$ cat src/rtl/mul_ctrl_pkg.sv
// rtl/mul_ctrl_pkg.sv - shared constants and state encoding for the sequential 8x8 multiplier
package mul_ctrl_pkg;

    localparam int NIB_W = 4;
    localparam int NSTEP = 4;

    localparam logic [1:0] ST_IDLE = 2'd0;
    localparam logic [1:0] ST_MUL  = 2'd1;
    localparam logic [1:0] ST_DONE = 2'd2;

    localparam logic [1:0] LAST_K = 2'(NSTEP - 1);

endpackage

$ cat src/rtl/mul4_core.sv
// rtl/mul4_core.sv - combinational unsigned 4x4->8 multiplier: AND rows, carry-save compression, Kogge-Stone adder
module mul4_core
    import mul_ctrl_pkg::*;
(
    input  logic [NIB_W-1:0]   a_i,
    input  logic [NIB_W-1:0]   b_i,
    output logic [2*NIB_W-1:0] p_o
);

    localparam int PW = 2 * NIB_W;

    function automatic logic [PW-1:0] pp_row(input logic [NIB_W-1:0] a, input logic b_bit, input int sh);
        logic [PW-1:0] r;
        r = {{NIB_W{1'b0}}, a & {NIB_W{b_bit}}};
        return r << sh;
    endfunction

    function automatic logic [PW-1:0] ks_g(input logic [PW-1:0] g, input logic [PW-1:0] p, input int d);
        logic [PW-1:0] r;
        for (int i = 0; i < PW; i++) begin
            if (i >= d) r[i] = g[i] | (p[i] & g[i-d]);
            else        r[i] = g[i];
        end
        return r;
    endfunction

    function automatic logic [PW-1:0] ks_p(input logic [PW-1:0] p, input int d);
        logic [PW-1:0] r;
        for (int i = 0; i < PW; i++) begin
            if (i >= d) r[i] = p[i] & p[i-d];
            else        r[i] = p[i];
        end
        return r;
    endfunction

    logic [PW-1:0] r0, r1, r2, r3;
    logic [PW-1:0] s1, c1, s2, c2;
    logic [PW-1:0] g0, p0, g1, p1, g2, p2, g3;

    assign r0 = pp_row(a_i, b_i[0], 0);
    assign r1 = pp_row(a_i, b_i[1], 1);
    assign r2 = pp_row(a_i, b_i[2], 2);
    assign r3 = pp_row(a_i, b_i[3], 3);

    // Two 3:2 full-adder layers; dropped top carries are harmless since the product is below 2**PW
    assign s1 = r0 ^ r1 ^ r2;
    assign c1 = ((r0 & r1) | (r0 & r2) | (r1 & r2)) << 1;
    assign s2 = s1 ^ c1 ^ r3;
    assign c2 = ((s1 & c1) | (s1 & r3) | (c1 & r3)) << 1;

    assign g0 = s2 & c2;
    assign p0 = s2 ^ c2;
    assign g1 = ks_g(g0, p0, 1);
    assign p1 = ks_p(p0, 1);
    assign g2 = ks_g(g1, p1, 2);
    assign p2 = ks_p(p1, 2);
    assign g3 = ks_g(g2, p2, 4);

    assign p_o = p0 ^ {g3[PW-2:0], 1'b0};

endmodule

$ cat src/rtl/mul8_seq_ctrl.sv
// rtl/mul8_seq_ctrl.sv - 8x8 unsigned multiplier sequencing one 4x4 core over four nibble steps
module mul8_seq_ctrl
    import mul_ctrl_pkg::*;
#(
    parameter int TAG_W = 2
) (
    input  logic             clk,
    input  logic             rst_n,
    input  logic             in_valid,
    output logic             in_ready,
    input  logic [7:0]       x,
    input  logic [7:0]       y,
    input  logic [TAG_W-1:0] in_tag,
    input  logic             abort,
    output logic             out_valid,
    input  logic             out_ready,
    output logic [15:0]      o,
    output logic [TAG_W-1:0] out_tag,
    output logic             busy
);

    logic [1:0]       state_q, state_d;
    logic [1:0]       k_q, k_d;
    logic [15:0]      acc_q, acc_d;
    logic [7:0]       x_q, x_d, y_q, y_d;
    logic [TAG_W-1:0] tag_q, tag_d;
    logic [15:0]      o_q, o_d;
    logic [TAG_W-1:0] out_tag_q, out_tag_d;

    logic [NIB_W-1:0]   core_a, core_b;
    logic [2*NIB_W-1:0] core_p;
    logic [3:0]         shamt;
    logic [15:0]        acc_sum;
    logic               accept;

    // k[0] selects the x nibble, k[1] the y nibble; weight is 4*(k[0]+k[1])
    assign core_a  = k_q[0] ? x_q[7:4] : x_q[3:0];
    assign core_b  = k_q[1] ? y_q[7:4] : y_q[3:0];
    assign shamt   = {k_q[0] & k_q[1], k_q[0] ^ k_q[1], 2'b00};
    assign acc_sum = acc_q + ({8'b0, core_p} << shamt);

    mul4_core u_core (
        .a_i (core_a),
        .b_i (core_b),
        .p_o (core_p)
    );

    always_comb begin
        in_ready = 1'b0;
        case (state_q)
            ST_IDLE: in_ready = 1'b1;
            ST_DONE: in_ready = out_ready;
            default: in_ready = 1'b0;
        endcase
    end

    assign accept    = in_valid & in_ready;
    assign out_valid = (state_q == ST_DONE);
    assign busy      = (state_q != ST_IDLE);
    assign o         = o_q;
    assign out_tag   = out_tag_q;

    always_comb begin
        state_d   = state_q;
        k_d       = k_q;
        acc_d     = acc_q;
        x_d       = x_q;
        y_d       = y_q;
        tag_d     = tag_q;
        o_d       = o_q;
        out_tag_d = out_tag_q;
        case (state_q)
            ST_IDLE: ;
            ST_MUL: begin
                if (abort) begin
                    state_d = ST_IDLE;
                end else begin
                    acc_d = acc_sum;
                    k_d   = k_q + 2'd1;
                    if (k_q == LAST_K) begin
                        state_d   = ST_DONE;
                        o_d       = acc_sum;
                        out_tag_d = tag_q;
                    end
                end
            end
            ST_DONE: if (out_ready) state_d = ST_IDLE;
            default: state_d = ST_IDLE;
        endcase
        // Accept overrides DONE->IDLE so a result handshake and a new request share one edge
        if (accept) begin
            state_d = ST_MUL;
            k_d     = 2'd0;
            acc_d   = 16'd0;
            x_d     = x;
            y_d     = y;
            tag_d   = in_tag;
        end
    end

    always_ff @(posedge clk or negedge rst_n) begin
        if (!rst_n) begin
            state_q   <= ST_IDLE;
            k_q       <= 2'd0;
            acc_q     <= 16'd0;
            x_q       <= 8'd0;
            y_q       <= 8'd0;
            tag_q     <= '0;
            o_q       <= 16'd0;
            out_tag_q <= '0;
        end else begin
            state_q   <= state_d;
            k_q       <= k_d;
            acc_q     <= acc_d;
            x_q       <= x_d;
            y_q       <= y_d;
            tag_q     <= tag_d;
            o_q       <= o_d;
            out_tag_q <= out_tag_d;
        end
    end

endmodule

$ cat config.mk
export PLATFORM = sky130hd
export DESIGN_NAME = mul8_seq_ctrl
export DESIGN_NICKNAME = d
export VERILOG_FILES = /design/src/rtl/mul_ctrl_pkg.sv /design/src/rtl/mul4_core.sv /design/src/rtl/mul8_seq_ctrl.sv
export SDC_FILE = /design/constraint.sdc
export NUM_CORES = 1
export LEC_CHECK = 0
export CAP_MARGIN = 0
export CORE_ASPECT_RATIO = 1.4
export CORE_MARGIN = 5
export CORE_UTILIZATION = 50
export DETAILED_ROUTE_END_ITERATION = 10
export GPL_TIMING_DRIVEN = 0
export MAX_ROUTING_LAYER = met4
export PLACE_DENSITY_LB_ADDON = 0.05
export RECOVER_POWER = 50
export REMOVE_ABC_BUFFERS = 1
export SKIP_CTS_REPAIR_TIMING = 1
export SLEW_MARGIN = 20
export SYNTH_ARGS = -nofsm -noshare
export SYNTH_HDL_FRONTEND = slang
export SYNTH_SLANG_ARGS = --single-unit
$ cat constraint.sdc
create_clock -name clk -period 5.25 [get_ports clk]
set_input_delay 1.3125 -clock clk [delete_from_list [all_inputs] [get_ports clk]]
set_output_delay 1.3125 -clock clk [all_outputs]
set_load 0.05 [all_outputs]
# Yosys cells after proc, flatten, opt, wreduce, memory -nomap -nowiden
# Index checks and enable logic that the tools add are counted.
# classes
n_mux,14
eq_ne,7
n_reduce_logical,6
add_sub_neg,2
shifts,1
bitwise_logic,61
# ops
cell,n
$mux 16,3
$and 7x7->7,4
$and 1x1->1,24
$xor 8x8->8,3
$or 7x7->7,3
$add 16x16->16,1
$and 4x4->4,4
$shl 8x4->16,1
$mux 2,7
$or 1x1->1,14
$mux 4,2
$xor 8x7->8,1
$or 7x6->7,1
$and 4x6->6,1
$and 5x6->6,1
$pmux 2 s3,1
$reduce_and 3->1,2
$xor 5x6->6,1
$and 4x5->5,1
$xor 4x5->5,1
$eq 2x2->1 const B,2
$ne 4x4->1 const B,1
$reduce_bool 2->1,2
$ne 3x1->1 const B,1
9 further kinds,9
# totals
input_bits,23
regBits,56

# Longest topological paths before layout
# Gate-level depths: netlist (run 1).
# depth
word_depth,20
depth_mapped,22
ltp_nobuf,20

# By module
# Synthesis (run 1) repeated with hierarchy kept, for this count alone.
# unflattened
cells_unflattened,390
area_unflattened_um2,3473.3
# modules_own_cells
mod,seq_area_each_um2,cells_per_inst,area_each_um2,instances
mul8_seq_ctrl,1401.3,347,3091.7,1
mul4_core,0.0,43,381.6,1

# Worst setup path before layout (run 1)
# OpenSTA, ideal clock, no wires.
# synth_path
path_type,register -> register
startpoint,register k_q[1]
endpoint,register acc_q[14]
arrival_time_ns,4.495
path_stages_with_launch,19
setup_time_ns,0.116
setup_slack_ns,0.639
period_less_slack_ns,4.611
path_cell_list,dfrtp_1 > clkbuf_1 > mux2i_1 > nor2_1 > fa_1 > fa_1 > ha_1 > fa_1 > a21o_1 > a21oi_1 > o31ai_1 > ha_1 > clkbuf_1 > a21o_1 > a21oi_1 > nor2b_1 > o31ai_1 > nand4b_1 > o311ai_0
# synth_between
elab_chain_cells,20
elab_cells_between_ends,65
cone_classes,add/sub: 1; shift: 1; mux: 4; bitwise: 59
# synth_rtl
item,line,source
start: declaration,mul8_seq_ctrl.sv:23,"logic [1:0] k_q, k_d;"
start signal: assignment,mul8_seq_ctrl.sv:113,k_q <= k_d;
$mux 4,mul8_seq_ctrl.sv:38,assign core_b = k_q[1] ? y_q[7:4] : y_q[3:0];
$and 4x4->4,mul4_core.sv:14,"r = {{NIB_W{1'b0}}, a & {NIB_W{b_bit}}};"
$and 4x5->5 or $and 4x6->6 (tied branches),mul4_core.sv:47,assign c1 = ((r0 & r1) | (r0 & r2) | (r1 & r2)) << 1;
$or 7x7->7,mul4_core.sv:47,
$or 7x6->7,mul4_core.sv:47,
$and 7x7->7,mul4_core.sv:49,assign c2 = ((s1 & c1) | (s1 & r3) | (c1 & r3)) << 1;
$or 7x7->7 (2 in a row),mul4_core.sv:49,
$xor 8x8->8 or $and 7x7->7 (tied branches),"mul4_core.sv:52, mul4_core.sv:51",
(+3 left out),--,
$or 1x1->1 or $and 1x1->1 (tied branches),mul4_core.sv:21,if (i >= d) r[i] = g[i] | (p[i] & g[i-d]);
$or 1x1->1,mul4_core.sv:21,
$xor 8x8->8,mul4_core.sv:59,"assign p_o = p0 ^ {g3[PW-2:0], 1'b0};"
$shl 8x4->16 *,mul8_seq_ctrl.sv:40,"assign acc_sum = acc_q + ({8'b0, core_p} << shamt);"
$add 16x16->16 *,mul8_seq_ctrl.sv:40,
$mux 16 *,mul8_seq_ctrl.sv:75,if (abort) begin
$mux 16 *,mul8_seq_ctrl.sv:72,case (state_q)
$mux 16 *,mul8_seq_ctrl.sv:91,if (accept) begin
end signal: assignment,mul8_seq_ctrl.sv:105,acc_q <= 16'd0;
end signal: assignment,mul8_seq_ctrl.sv:114,acc_q <= acc_d;
end: declaration,mul8_seq_ctrl.sv:24,"logic [15:0] acc_q, acc_d;"
# Mark *: on every way between the ends. The rest lies on a longest branch, timed or not. The select of a mux whose other input is x is not followed.
# A chain may end at the register's enable or synchronous reset.

# Worst setup path in the final report (run 1)
# layout_path
startpoint,register k_q[1]
endpoint,"register o_q[15], in the netlist o[15]"
# layout_between
elab_chain_cells,17
elab_cells_between_ends,64
cone_classes,add/sub: 1; eq/ne: 1; shift: 1; mux: 1; bitwise: 59; reduce/logical: 1
# layout_rtl
item,line,source
$mux 4,mul8_seq_ctrl.sv:38,
$and 4x4->4,mul4_core.sv:14,
$and 4x5->5 or $and 4x6->6 (tied branches),mul4_core.sv:47,
$or 7x7->7,mul4_core.sv:47,
$or 7x6->7,mul4_core.sv:47,
$and 7x7->7,mul4_core.sv:49,
$or 7x7->7 (2 in a row),mul4_core.sv:49,
$xor 8x8->8 or $and 7x7->7 (tied branches),"mul4_core.sv:52, mul4_core.sv:51",
$and 1x1->1 (on tied branches),"mul4_core.sv:21, mul4_core.sv:30",
$or 1x1->1 or $and 1x1->1 (tied branches),mul4_core.sv:21,
$and 1x1->1 or $or 1x1->1 (tied branches),mul4_core.sv:21,
$or 1x1->1 or $and 1x1->1 (tied branches),mul4_core.sv:21,
$or 1x1->1,mul4_core.sv:21,
$xor 8x8->8,mul4_core.sv:59,
$shl 8x4->16,mul8_seq_ctrl.sv:40,
$add 16x16->16,mul8_seq_ctrl.sv:40,
end signal: assignment,mul8_seq_ctrl.sv:109,o_q <= 16'd0;
end signal: assignment,mul8_seq_ctrl.sv:118,o_q <= o_d;
end: declaration,mul8_seq_ctrl.sv:27,"logic [15:0] o_q, o_d;"
# Several ways; a longest one is shown, not always the timed one.

==> results of run 1 <==
-- through the flow --
stage	instances	instance area (um^2)	worst slack, ns
after detailed placement	482	3966	0.1735
after global placement	481	3949	0.1810
after floorplan	343	3400	0.7674
after CTS	490	4060	0.1212
after global routing	491	4078	0.008856
final	491	4078	0.3245
-- layout by cell type, fill, tap and decap left out, types with 5 or more instances in the layout --
cell type        synthesis  routed
a22o_1                   6       6
nor2_1                  37      36
mux2_2                  24      24
or2_2                    6       5
clkdlybuf4s50_1          0      41
o21ai_0                 35      35
fa_1                     7       7
mux2i_1                  9       5
xnor2_1                  8       8
a21o_1                   5       5
clkbuf_8                 0       5
nand2b_1                 5       5
inv_1                   12      12
ha_1                    23      23
nand2_1                 39      39
a21oi_1                 21      21
xor2_1                   7       7
dfrtp_1                 56      54
-- synthesized netlist by cell type, types with 4 or more instances --
cell	instances
nand2_1	39
dfrtp_1	56
a22o_1	6
fa_1	7
mux2i_1	9
a211oi_1	5
mux2_2	24
nor2_1	37
xnor2_1	8
nand4_1	4
xor2_1	7
or2_2	6
inv_1	12
clkbuf_1	14
a21oi_1	21
o21ai_0	35
nor3_1	4
ha_1	23
a21o_1	5
nand2b_1	5
-- worst paths after layout --
check / slack [ns] / end / cells after the start
min in group asynchronous: 1.95 / o[7]$_DFFE_PN0P_ / 1
min: 0.49 / o[8]$_DFFE_PN0P_ / 2
max in group asynchronous: 1.43 / k_q[1]$_DFFE_PN0P_ / 1
max: 0.32 / o[15]$_DFFE_PN0P_ / 15
min reg2reg: 0.49 / o[8]$_DFFE_PN0P_ / 2
max reg2reg: 0.32 / o[15]$_DFFE_PN0P_ / 15
-- layout make-up --
| cell class | instances | area share [%] |
|---|---|---|
| timing repair buffer | 45 | 10.68 |
| clock inverter | 3 | 0.6137 |
| clock buffer | 5 | 1.688 |
| inverter | 13 | 1.197 |
| multi-input combinational | 274 | 48.48 |
| tap | 95 | 2.915 |
| sequential | 56 | 34.43 |
-- cells by family (layout without fill, tap and decap cells) --
kind of cell | Yosys count | count (layout)
DFF | 56 | 56
xor gates and xnor gates | 15 | 15
AOI/OAI and AO/OA | 90 | 90
muxes | 33 | 33
adders and majority gates | 30 | 30
and+or+nand+nor | 106 | 106
buffers and inverters | 29 | 66
-- critical path, cell delays in order, from the launching register on --
cell and delay, ns:
dfrtp_2 0.49, mux2i_1 0.41, nor2_1 0.12, fa_1 0.50, fa_1 0.49, ha_1 0.24, fa_1 0.46, a21oi_1 0.20
nor2_1 0.10, ha_1 0.39, a21o_2 0.25, a2111oi_1 0.34, a211o_1 0.28, o31ai_2 0.11, xnor2_1 0.16, mux2_2 0.28
-- per-layer routing --
| layer | vias to the layer above | wire (um) | part of all wire [%] | GRT usage, % |
|---|---|---|---|---|
| met4 | 0 | 182 | 2.5 | 6.884 |
| met5 | - | 0 | 0 | - |
| met1 | 1310 | 3074 | 42 | 20.45 |
| met2 | 43 | 3910 | 53 | 33.41 |
| met3 | 14 | 220 | 3.0 | 3.250 |
| li1 | 1326 | - | - | - |
-- flip-flops by register name (all words and copies together) (netlist names) --
signal / flops
acc_q: 16
o: 16
x_q: 8
y_q: 8
k_q: 2
out_tag: 2
state_q: 2
tag_q: 2
==> results.cfg, run 1 <==
[status]
outcome = complete, but fails checks
failed_checks = capacitance limit, slew limit

[timing]
hold_slack_ns = 0.4883
hold_violations = 0
fmaxAchievable_mhz = 203.0
worst_pin_slew_ns = 2.948
slew_headroom_pct = -96.54
setup_violations = 0
min_period_ns = 4.925
fin_tns_setup_ns = 0
slew_viol_final = 57
period_share_pct = 93.82
rsz0062_at_grt = no
clock-skew-final_ns = 0.01107

[yosys]
synth-edff-count = 0
synthSimpleGateAreaFrac_pct = 13.63
synth_mux_area_share_pct = 10.41
synth_top_area_cell = dfrtp_1
synth_compound_area_share_pct = 16.12
netlist_area_mm2 = 0.003461
async_flop_share_pct = 100.0
yosys_warnings = 0
synth_xor_area_share_pct = 3.796
syn_inst = 359
synth_fa_ha_area_share_pct = 12.36
syn_area_per_cell_um2 = 9.640
synthTopCellsByArea = dfrtp_1 40%, ha_1 8.3%, mux2_2 7.8%
synth_flop_cell = dfrtp_1
ys_seq_area_share_pct = 40.49
synth_cell_type_count = 45
synth_top_family_by_area = compound AO/OA/AOI/OAI gates
synth_top_area_share_pct = 40.49
ys_ff_latch = 56

[layout]
num-nets-final = 448
fin_util_pct = 59.56
regArea_mm2 = 0.001404
layout-drive-gt1-share_pct = 12.63
multi_input_area_mm2 = 0.001977
antennaDiodeCount = 0
area_growth_pct = 17.82
nFillCells = 659

[min_path]
min_from = o[8]$_DFFE_PN0P_
holdCritPathClass = reg -> reg

[detailed_routing]
wire_per_inst_um = 15.04
viasPerCell = 5.485
dr.pass1.iters = 4
first_iter_violations = 116
vias = 2693
wirelength_um = 7387
ant_nets = 0
drc = 0

[critical_path]
crit_path_start = k_q[1]$_DFFE_PN0P_
end_kind = register
start_kind = register
path_max_fanout = 6
worst_ep_arrival_time_ns = 5.13
crit_type = reg -> reg
cp_data_required_time_ns = 5.45
r2r_start = k_q[1]$_DFFE_PN0P_

[floorplanning]
design.die.area_mm2 = 0.008709
die_h_um = 108.4
dieWidth_um = 80.32
io_pins = 44
num_rows = 36
core_mm2 = 0.006847
start_util_pct = 50.55

[place]
hpwl_um = 5631
io_buffers = 43
gp_congestion = 0.8829

[clock_tree]
clk_pin_slew_worst_paths_ns = 0.11
cts_max_level = 2
cts_root_buffer = clkbuf_8
cts_tree = built
numCtsBuffers = 5
numClockSinks = 56
clock_latency_ns = 0.32
clockBufferDepth = 2

[global_route]
grt_use_total_pct = 18.66
overflow = 0
first_global_vias = 2700
grt_max_degree = 57
grt_pass1_wl_um = 12500
antenna_found_initial = 0

[job]
maxCapViolCount = 1
Power of run 1 is not shown: default switching activity piles up to over one toggle a cycle in this logic, so the estimate is an artifact.
==> inputs of run 2 (changes only) <==
--- a/config.mk
+++ b/config.mk
@@ -12,7 +12,7 @@
 export DETAILED_ROUTE_END_ITERATION = 10
 export GPL_TIMING_DRIVEN = 0
 export MAX_ROUTING_LAYER = met4
-export PLACE_DENSITY_LB_ADDON = 0.05
+export PLACE_DENSITY_LB_ADDON = 0.12
 export RECOVER_POWER = 50
 export REMOVE_ABC_BUFFERS = 1
 export SKIP_CTS_REPAIR_TIMING = 1
==> constraint.sdc (replaced) <==
create_clock -name clk -period 4.35 [get_ports clk]
set_input_delay 1.0875 -clock clk [delete_from_list [all_inputs] [get_ports clk]]
set_output_delay 1.0875 -clock clk [all_outputs]
set_load 0.05 [all_outputs]
==> results.cfg, run 2 (synthesis gave the netlist of run 1 again) <==
[status]
outcome = complete, but fails checks
failed_checks = capacitance limit, slew limit, setup timing

[critical_path]
reg2reg_depth = 15
worst_ep_arrival_time_ns = 4.87
rr_endpoint = o[11]$_DFFE_PN0P_
rrSetupSlack_ns = -0.30
end_kind = register
r2r_start = k_q[1]$_DFFE_PN0P_
cp_data_required_time_ns = 4.57
start_kind = register
crit_type = reg -> reg
path_max_fanout = 6

[timing]
fin_ws_ns = -0.2990
period_share_pct = 106.9
slew_headroom_pct = -98.28
fmaxAchievable_mhz = 215.1
clock-skew-final_ns = 0.008385
min_period_ns = 4.649
hold_violations = 0
worst_pin_slew_ns = 2.974
slew_viol_final = 57
rsz0062_at_grt = yes
setup_violations = 17

[detailed_routing]
wire_per_inst_um = 15.84
drc = 0
first_iter_violations = 94
ant_nets = 0
dr.pass1.iters = 4
viasPerCell = 5.466
vias = 2744
wirelength_um = 7950

[global_route]
first_global_vias = 2621
antenna_found_initial = 0
grt_pass1_wl_um = 12390
grt_use_total_pct = 18.80
grt_max_degree = 57
overflow = 0

[floorplanning]
num_rows = 36
dieWidth_um = 80.32
io_pins = 44
die_h_um = 108.4
design.die.area_mm2 = 0.008709
core_mm2 = 0.006847
start_util_pct = 50.55

[clock_tree]
numClockSinks = 56
clockBufferDepth = 2
clk_pin_slew_worst_paths_ns = 0.11
clock_latency_ns = 0.32
numCtsBuffers = 5
cts_max_level = 2
cts_tree = built
cts_root_buffer = clkbuf_8

[layout]
antennaDiodeCount = 0
final_cell_mix = 54 x dfrtp_1, 42 x clkdlybuf4s50_1, 38 x nand2_1
area_growth_pct = 27.87
design_area_mm2 = 0.004425
layout-drive-gt1-share_pct = 24.82
num-nets-final = 459
final_common_cell = dfrtp_1
nFillCells = 584

[place]
io_buffers = 43
hpwl_um = 5614
postPlaceCellArea_mm2 = 0.003966
gp_congestion = 0.8525

[min_path]
holdPathEnd = o[12]$_DFFE_PN0P_
min_from = o[12]$_DFFE_PN0P_
whs_path_depth = 2
holdCritPathClass = reg -> reg

[job]
maxCapViolCount = 1
[run 2: per-layer routing]
| layer | routed length, um | up-vias | GRT usage, % |
|---|---|---|---|
| li1 | - | 1349 | - |
| met1 | 3146 | 1320 | 21.90 |
| met2 | 4275 | 61 | 31.75 |
| met3 | 297 | 14 | 3.833 |
| met4 | 230 | 0 | 7.126 |
| met5 | 0 | - | - |
[run 2: layout make-up]
cell class,count,area [um^2],area share [%]
clock buffers,5,68.82,1.555
clock inverters,3,23.77,0.5372
inverters,13,48.80,1.103
multi-input cells,274,2232,50.44
flip-flops and latches,56,1404,31.72
well taps,95,118.9,2.686
repair buffers,56,529.3,11.96
[run 2: worst max-delay path by stage]
stage | from | end | slack [ns] | cells after the start
final | k_q[1]$_DFFE_PN0P_ | o[11]$_DFFE_PN0P_ | -0.30 | 15
after global routing | k_q[1]$_DFFE_PN0P_ | o[15]$_DFFE_PN0P_ | -0.50 | 16
after CTS | k_q[1]$_DFFE_PN0P_ | acc_q[14]$_DFFE_PN0P_ | -0.86 | 15
after detailed placement | k_q[1]$_DFFE_PN0P_ | acc_q[14]$_DFFE_PN0P_ | -0.85 | 15
after global placement | k_q[1]$_DFFE_PN0P_ | o[10]$_DFFE_PN0P_ | -0.72 | 15
after floorplan | k_q[1]$_DFFE_PN0P_ | o[11]$_DFFE_PN0P_ | -0.13 | 15
[run 2: worst max-delay path, stage by stage, from the launching register on]
cell,delay (ns)
dfrtp_2,0.54
mux2i_4,0.34
nor2_2,0.06
fa_1,0.58
fa_2,0.47
ha_4,0.18
fa_2,0.59
a21oi_2,0.07
nor2_2,0.16
ha_4,0.26
a21o_4,0.24
a2111oi_2,0.28
a211o_1,0.23
o21bai_1,0.11
xnor2_1,0.15
mux2_2,0.26
[run 2: stage by stage]
stage | worst slack [ns] | hold slack (ns) | std cells | setup TNS, ns | utilization [%]
6_report | -0.2990 | 0.4831 | 502 | -3.138 | 64.64
5_1_grt | -0.5004 | 0.5156 | 502 | -6.950 | 64.64
4_1_cts | -0.8640 | 0.4920 | 490 | -13.12 | 59.28
3_5_place_dp | -0.8515 | 0.4690 | 482 | -12.87 | 57.93
3_3_place_gp | -0.7193 | 0.4595 | 481 | -10.77 | 57.68
2_1_floorplan | -0.1326 | 0.4563 | 343 | -0.5296 | -
Power of run 2 is left out for the same reason.
